[config.mk]
export PLATFORM = sky130hd
export DESIGN_NAME = inst_fetch
export DESIGN_NICKNAME = d
export VERILOG_FILES = /design/src/rtl/inst_fetch.sv
export SDC_FILE = /design/constraint.sdc
export NUM_CORES = 1
export LEC_CHECK = 0
export CAP_MARGIN = 20
export CORE_MARGIN = 8
export CORE_UTILIZATION = 40
export CTS_CLUSTER_DIAMETER = 60
export DETAILED_ROUTE_END_ITERATION = 8
export PLACE_DENSITY = 0.68
export SYNTH_ARGS = -nofsm -noshare
export SYNTH_HDL_FRONTEND = slang
export SYNTH_SLANG_ARGS = --single-unit
[constraint.sdc]
create_clock -name clk -period 2.63 [get_ports clk]
set_input_delay 0.263 -clock clk [delete_from_list [all_inputs] [get_ports clk]]
set_output_delay 0.263 -clock clk [all_outputs]
set_load 0.005 [all_outputs]
[src/rtl/inst_fetch.sv]
// Instruction fetch stage: single-outstanding ibus requests feeding a registered IF/ID slot with a one-entry skid buffer.
// Optional build macro FETCH_ALIGN_CHK_EN adds the misaligned-branch ERR state and fetch_err_o.
module inst_fetch #(
    parameter logic [31:0] RESET_PC = 32'h0000_0000
) (
    input  logic        clk,
    input  logic        rst,
    input  logic        stall_i,
    input  logic        branch_flag_i,
    input  logic [31:0] branch_target_i,
    output logic        ibus_req_o,
    output logic [31:0] ibus_addr_o,
    input  logic        ibus_gnt_i,
    input  logic [31:0] ibus_rdata_i,
    output logic [31:0] if_pc_o,
    output logic [31:0] if_inst_o,
    output logic        if_valid_o,
`ifdef FETCH_ALIGN_CHK_EN
    output logic        fetch_err_o,
`endif
    output logic [2:0]  dbg_state
);

    // Handshakes: ibus_req_o/ibus_addr_o stay stable until ibus_gnt_i, which completes the
    // transfer with ibus_rdata_i in the same cycle; the IF/ID slot (if_valid_o) is consumed
    // on any clock edge where stall_i is low.
    typedef enum logic [2:0] {
        IDLE  = 3'd0,
        FETCH = 3'd1,
        HOLD  = 3'd2,
        DROP  = 3'd3
`ifdef FETCH_ALIGN_CHK_EN
        ,
        ERR   = 3'd4
`endif
    } state_t;

    state_t      state_q, state_d;
    logic [31:0] pc_q, pc_d;
    logic [31:0] tgt_q, tgt_d;
    logic [31:0] skid_pc_q, skid_pc_d;
    logic [31:0] skid_inst_q, skid_inst_d;
    logic [31:0] if_pc_d, if_inst_d;
    logic        if_valid_d;
    logic [31:0] branch_tgt;
    logic [31:0] land_pc;
    state_t      land_state;

`ifdef FETCH_ALIGN_CHK_EN
    assign branch_tgt  = branch_target_i;
    assign land_state  = (land_pc[1:0] != 2'b00) ? ERR : FETCH;
    assign fetch_err_o = (state_q == ERR);
`else
    logic unused_tgt_lsb;
    assign unused_tgt_lsb = ^branch_target_i[1:0];
    assign branch_tgt     = {branch_target_i[31:2], 2'b00};
    assign land_state     = FETCH;
`endif

    // Where a redirect lands: a fresh branch wins over the one parked while dropping.
    assign land_pc = branch_flag_i ? branch_tgt : tgt_q;

    assign ibus_req_o  = (state_q == FETCH) || (state_q == DROP);
    assign ibus_addr_o = pc_q;
    assign dbg_state   = state_q;

    always_comb begin
        state_d     = state_q;
        pc_d        = pc_q;
        tgt_d       = tgt_q;
        skid_pc_d   = skid_pc_q;
        skid_inst_d = skid_inst_q;
        if_pc_d     = if_pc_o;
        if_inst_d   = if_inst_o;
        if_valid_d  = if_valid_o;
        case (state_q)
            IDLE: begin
                state_d = FETCH;
                pc_d    = RESET_PC;
            end
            FETCH: begin
                if (branch_flag_i) begin
                    if_valid_d = 1'b0;
                    if (ibus_gnt_i) begin
                        state_d = land_state;
                        pc_d    = land_pc;
                    end else begin
                        state_d = DROP;
                        tgt_d   = branch_tgt;
                    end
                end else if (ibus_gnt_i) begin
                    pc_d = pc_q + 32'd4;
                    if (stall_i) begin
                        state_d     = HOLD;
                        skid_pc_d   = pc_q;
                        skid_inst_d = ibus_rdata_i;
                    end else begin
                        if_pc_d    = pc_q;
                        if_inst_d  = ibus_rdata_i;
                        if_valid_d = 1'b1;
                    end
                end else if (!stall_i) begin
                    if_valid_d = 1'b0;
                end
            end
            HOLD: begin
                if (branch_flag_i) begin
                    if_valid_d = 1'b0;
                    state_d    = land_state;
                    pc_d       = land_pc;
                end else if (!stall_i) begin
                    if_pc_d    = skid_pc_q;
                    if_inst_d  = skid_inst_q;
                    if_valid_d = 1'b1;
                    state_d    = FETCH;
                end
            end
            DROP: begin
                // The granted word belongs to the abandoned path and is discarded.
                if (branch_flag_i) if_valid_d = 1'b0;
                if (ibus_gnt_i) begin
                    state_d = land_state;
                    pc_d    = land_pc;
                end else if (branch_flag_i) begin
                    tgt_d = branch_tgt;
                end
            end
`ifdef FETCH_ALIGN_CHK_EN
            ERR: begin
                if (branch_flag_i) begin
                    if_valid_d = 1'b0;
                    state_d    = land_state;
                    pc_d       = land_pc;
                end
            end
`endif
            default: state_d = IDLE;
        endcase
    end

    always_ff @(posedge clk or negedge rst) begin
        if (!rst) begin
            state_q     <= IDLE;
            pc_q        <= RESET_PC;
            tgt_q       <= RESET_PC;
            skid_pc_q   <= 32'd0;
            skid_inst_q <= 32'd0;
            if_pc_o     <= 32'd0;
            if_inst_o   <= 32'd0;
            if_valid_o  <= 1'b0;
        end else begin
            state_q     <= state_d;
            pc_q        <= pc_d;
            tgt_q       <= tgt_d;
            skid_pc_q   <= skid_pc_d;
            skid_inst_q <= skid_inst_d;
            if_pc_o     <= if_pc_d;
            if_inst_o   <= if_inst_d;
            if_valid_o  <= if_valid_d;
        end
    end

endmodule

# [Word-level counts from Yosys, hierarchy flattened]
# Index checks and enable logic that the tools add are counted.
[totals] regBits=196 latchBits=0 mem_bits_rw=0 romBits=0 in_bits=69 out_inout_bits=101 word_cells=77 mem_count=0
[op_classes] addsub=1 mul=0 n_div=0 magnitude_cmp=0 n_eq_ne=18 shifts=0 mux=37 bitwise_logic=1 n_reduce_logical=12
[ops] op="$mux W32" count=18
[ops] op="$pmux W32 S2" count=3
[ops] op="$pmux W32 S4" count=1
[ops] op="$add A32 B3 Y32 const B" count=1
[ops] op="$ne A2 B2 Y1 const B" count=11
[ops] op="$mux W3" count=6
[ops] op="$pmux W3 S4" count=1
[ops] op="$reduce_and A4 Y1" count=3
[ops] op="$ne A3 B3 Y1 const B" count=3
[ops] op="$eq A3 B2 Y1 const B" count=2
[ops] op="$mux W1" count=6
[ops] op="$reduce_and A3 Y1" count=2
[ops] op="$reduce_and A6 Y1" count=1
[ops] op="$ne A4 B4 Y1 const B" count=1
[ops] op="$reduce_bool A2 Y1" count=2
[ops] op="$reduce_bool A4 Y1" count=1
[ops] op="$eq A3 B1 Y1 const B" count=1
[ops] op="$logic_not A3 Y1" count=1
[ops] op="$pmux W1 S3" count=1
[ops] op="$reduce_bool A3 Y1" count=1
[ops] op="$mux W2" count=1
[ops] op="$logic_or A1 B1 Y1" count=1
[ops] op="$not A1 Y1" count=1

# [Depth between registers and ports, before layout]
[depth] word_depth=4 depth_mapped=9 depth_no_buf=6

# [Least setup slack after synthesis]
# No wires, ideal clock.
[synth_timing] kind="register to register" from="register pc_q[2] (netlist: ibus_addr_o[2])" to="register pc_q[24] (netlist: ibus_addr_o[24])" setup_ns=0.132 arrival_time_ns=1.794 required_time_ns=2.498 slack_ns=0.705 path_stages_with_launch=7 path_buffers=0 period_less_slack_ns=1.925 cell_sequence="dfrtp_1 -> ha_1 -> and4_1 -> nand3_1 -> or4_4 -> xnor2_1 -> o21ai_1"
[synth_between] elab_chain_cells=4
[synth_rtl] element="start, declared" line="39" text="logic [31:0] pc_q, pc_d;"
[synth_rtl] element="start signal, assigned" line="153" text="pc_q <= pc_d;"
[synth_rtl] element="$add A32 B3 Y32" line="92" text="pc_d = pc_q + 32'd4;"
[synth_rtl] element="$mux W32" line="91" text="end else if (ibus_gnt_i) begin"
[synth_rtl] element="$mux W32" line="82" text="if (branch_flag_i) begin"
[synth_rtl] element="$pmux W32 S4" line="76" text="case (state_q)"
# Every way passes these cells. The select of a mux whose other input is x is not followed.
# A chain may end at the register's enable or synchronous reset.

# [Worst setup path in the final report]
[layout_timing] from="register state_q[1] (netlist: dbg_state[1])" to="output dbg_state[1]"
[layout_lines] element="start, declared" line="38" text="state_t state_q, state_d;"
[layout_lines] element="start signal, assigned" line="152" text="state_q <= state_d;"
[layout_lines] element="end, declared" line="21" text="output logic [2:0] dbg_state"
# No word-level cell between the ends.

==> metrics.md <==
| Metric | Value |
|---|---|
| Status | `finished, final reports clean` |
| CTS tree | `yes` |
| CP Data Required Time | `2.37 ns` |
| Layout Cells excl Fill | `1398` |
| Flop2flop setup slack | `0.47 ns` |
| Largest net degree at the start of global routing | `66` |
| Slowest-stage cell, CP | `dfrtp_1` |
| Max frequency | `449 MHz` |
| Setup WS pre-CTS | `0.374 ns` |
| Root buffer cell | `clkbuf_16` |
| Multi-input gate area | `0.00424 mm^2` |
| Slew headroom | `63.5%` |
| Number of synthesized flops with an enable pin | `0` |
| Combinational power share | `27.0%` |
| Final Max Slew Viols | `0` |
| Drt drc | `0` |
| Rows | `56` |
| Critical Path Max Stage Delay | `0.63 ns` |
| Seq/Total Area, Yosys | `51.4%` |
| Hold Path Class | `input port to flip-flop` |
| Detailed router's first-iteration violation count | `685` |
| Dpl cell area | `0.0116 mm^2` |
| Gpl congestion | `0.871` |
| Worst-path clk slew | `0.08 ns` |
| H-Tree Depth | `4` |
| Hold Crit Depth | `2` |
| Cell leakage power | `5.01 nW` |
| Diodes inserted | `0` |
| Crit Path Max Fanout | `20` |
| First-pass GRT wire length | `40900 um` |
| Num CTS Buffers | `17` |
| Fin crit period | `2.23 ns` |
| Startpoint types | `flip-flop` |
| Register share of total power | `45.8%` |
| Die Y | `170 um` |
| RSZ-0062 raised after global routing | `false` |
| Routed Antenna Nets | `0` |
| MaxCap Viol Count | `0` |
| Die ar. | `0.0289 mm^2` |
| Internal Dissipation | `6.52 mW` |
| P_sw | `2.93 mW` |
| Clock power frac | `27.2%` |
| WHS | `0.315 ns` |
| Clock sink count | `195` |
| Initial Utilization | `40.6%` |
| Layout cells sized above 1 | `16.1%` |
| Antenna violations before repair | `0` |
| Worst Max-Slew Pin Slew | `0.545 ns` |
| IO buf count | `166` |
| Mapped cell area | `0.00950 mm^2` |
| Ys async rst share | `100%` |
| Hold violation count in the final report | `0` |
| Fin crit share | `84.6%` |
| TritonRoute pass-1 iters | `5` |
| WL final | `25500 um` |
| Clk_lat worst skew | `0.44 ns` |
| Clk buf depth | `2` |
| I/O Pins | `170` |
| Setup violations, final | `0` |
| Kind of critical path | `flip-flop to output port` |
| Cell chain of the critical path | `buf_4 -> clkdlybuf4s50_1` |
| Yosys reg bits | `195` |
| Clock skew | `0.0151 ns` |
| Worst r2r path cells | `6` |
| Final WS setup | `0.405 ns` |
| Routed length per instance | `18.2 um` |
| Via count | `7541` |
| Number of global-route vias before repair | `7236` |
| Arr. time, crit path | `1.96 ns` |
| Critical Path End Type | `output port` |
| Post-Syn Area per Cell | `10.4 um^2` |
| Yosys warns | `0` |
| VDD IR max | `420 uV` |
| Pwr Density | `773 mW/mm^2` |
| Switching Fraction | `31.0%` |
| Register area | `0.00488 mm^2` |
| Core area | `0.0234 mm^2` |
| Fillers | `2157` |
| Dpl cells | `1365` |
| Area growth syn-to-layout | `28.7%` |
| Total global routing overflow | `0` |
| Final #Nets | `1136` |
| Library cells used by synthesis | `76` |
| Mapped Nets | `984` |
| Detail Placement HPWL | `18500 um` |
| Routed vias/inst | `5.39` |
| Tot GR Track Use | `17.8%` |
| Cells after Synth | `914` |
| Final instance area | `0.0122 mm^2` |
| Primary FF master, synth | `dfrtp_1` |
| Die Span X | `170 um` |
| Final setup TNS | `0 ns` |
[cells by family after synthesis]
logic type / count (synthesis) / synth area share [%]
buf+inv: 90 / 4.28
mux: 144 / 16.3
flops: 195 / 51.4
other cells: 1 / 0.0395
fa+ha+maj: 1 / 0.132
simple gates: 228 / 11.9
compound gates: 246 / 15.2
xor+xnor: 9 / 0.830
[layout make-up]
| cell class | instances | share of cell area, % |
|---|---|---|
| Clock buffer | 17 | 3.48 |
| Clock inverter | 15 | 1.25 |
| Inverter | 19 | 0.583 |
| Multi-Input combinational cell | 629 | 34.7 |
| Sequential cell | 195 | 39.9 |
| Tap cell | 319 | 3.26 |
| Timing Repair Buffer | 204 | 16.9 |
[through the flow]
| step | power (mW) | util, % |
|---|---|---|
| 2_1_floorplan | 5.44 | - |
| 3_3_place_gp | 6.88 | 49.7 |
| 3_5_place_dp | 6.97 | 49.7 |
| 4_1_cts | 9.57 | 52.2 |
| 5_1_grt | 10.0 | 52.2 |
| 6_report | 9.45 | 52.2 |
[power by group through the flow]
stage | Combinational [mW] | Clock (mW) | Sequential [mW]
2_1_floorplan | 1.15 | 0 | 4.30
4_1_cts | 2.59 | 2.65 | 4.33
3_3_place_gp | 2.53 | 0 | 4.35
6_report | 2.55 | 2.57 | 4.33
5_1_grt | 2.81 | 2.74 | 4.45
3_5_place_dp | 2.58 | 0 | 4.39
[per-layer routing]
| layer | GRT usage, % | wire, um | up-vias |
|---|---|---|---|
| met5 | 0 | 0 | - |
| met4 | 5.42 | 437 | 0 |
| met3 | 4.12 | 1790 | 27 |
| met2 | 25.9 | 10900 | 249 |
| met1 | 25.9 | 12400 | 3680 |
| li1 | - | - | 3585 |
[cells in the mapped netlist, types with 3 or more instances]
| library cell | n | area (um^2) |
|---|---|---|
| a21oi_1 | 41 | 205 |
| a22oi_1 | 6 | 45.0 |
| and2_1 | 10 | 62.6 |
| buf_1 | 7 | 26.3 |
| buf_2 | 21 | 105 |
| buf_6 | 3 | 33.8 |
| clkbuf_1 | 35 | 131 |
| dfrtp_1 | 195 | 4880 |
| inv_1 | 18 | 67.6 |
| mux2_1 | 3 | 33.8 |
| mux2_2 | 80 | 901 |
| mux2i_1 | 61 | 611 |
| nand2_1 | 129 | 484 |
| nand2b_1 | 5 | 31.3 |
| nand3_1 | 14 | 70.1 |
| nand4_1 | 6 | 37.5 |
| nor2_1 | 23 | 86.3 |
| nor3_1 | 7 | 35.0 |
| nor3b_1 | 3 | 22.5 |
| nor4_1 | 3 | 18.8 |
| nor4_2 | 4 | 50.1 |
| o211ai_1 | 5 | 37.5 |
| o21ai_0 | 129 | 646 |
| o21ai_1 | 11 | 55.1 |
| o221ai_1 | 11 | 96.3 |
| o22ai_1 | 10 | 62.6 |
| o311ai_0 | 4 | 35.0 |
| o311ai_1 | 3 | 26.3 |
| o32a_1 | 3 | 30.0 |
| or3_1 | 3 | 18.8 |
| xnor2_1 | 8 | 70.1 |
[final timing paths]
check | startpoint | to
max in group asynchronous | rst | dbg_state[0]
min reg2reg | if_inst_o[2] | if_inst_o[2]
max reg2reg | ibus_addr_o[3] | ibus_addr_o[24]
min | branch_flag_i | ibus_addr_o[1]
max | dbg_state[1] | dbg_state[1]
min in group asynchronous | rst | skid_inst_q[27]
[placed cells by master (no fill, tap or decap), types with 7 or more instances in the layout]
cell type / n
inv_1: 18
o22ai_1: 10
clkdlybuf4s50_1: 164
buf_12: 9
mux2i_1: 61
o21ai_1: 11
nor2_1: 23
o21ai_0: 129
o221ai_1: 11
nand2_1: 127
clkbuf_16: 17
and2_1: 10
nor3_1: 7
xnor2_1: 8
mux2_2: 80
dfrtp_1: 195
buf_4: 28
nand3_1: 14
a21oi_1: 41
[timing repair]
item | CTS | global route
hold endpoints to repair | 61 | 0
hold buffers | 1 | 0
buffers inserted | 0 | 0
resized for setup | 0 | 0
[critical path, delay by kind of cell (launching register included)]
kind                   cells  cell delay (ns)
buffers and inverters      2             0.89
flip-flops                 1             0.63
[registers in the layout (all words and copies together), names as in the netlist]
name and flops:
dbg_state 2, skid_pc_q 32, if_pc_o 32, if_valid_o 1, tgt_q 32, if_inst_o 32
skid_inst_q 32, ibus_addr_o 32
Power figures use the tool's default switching activity.
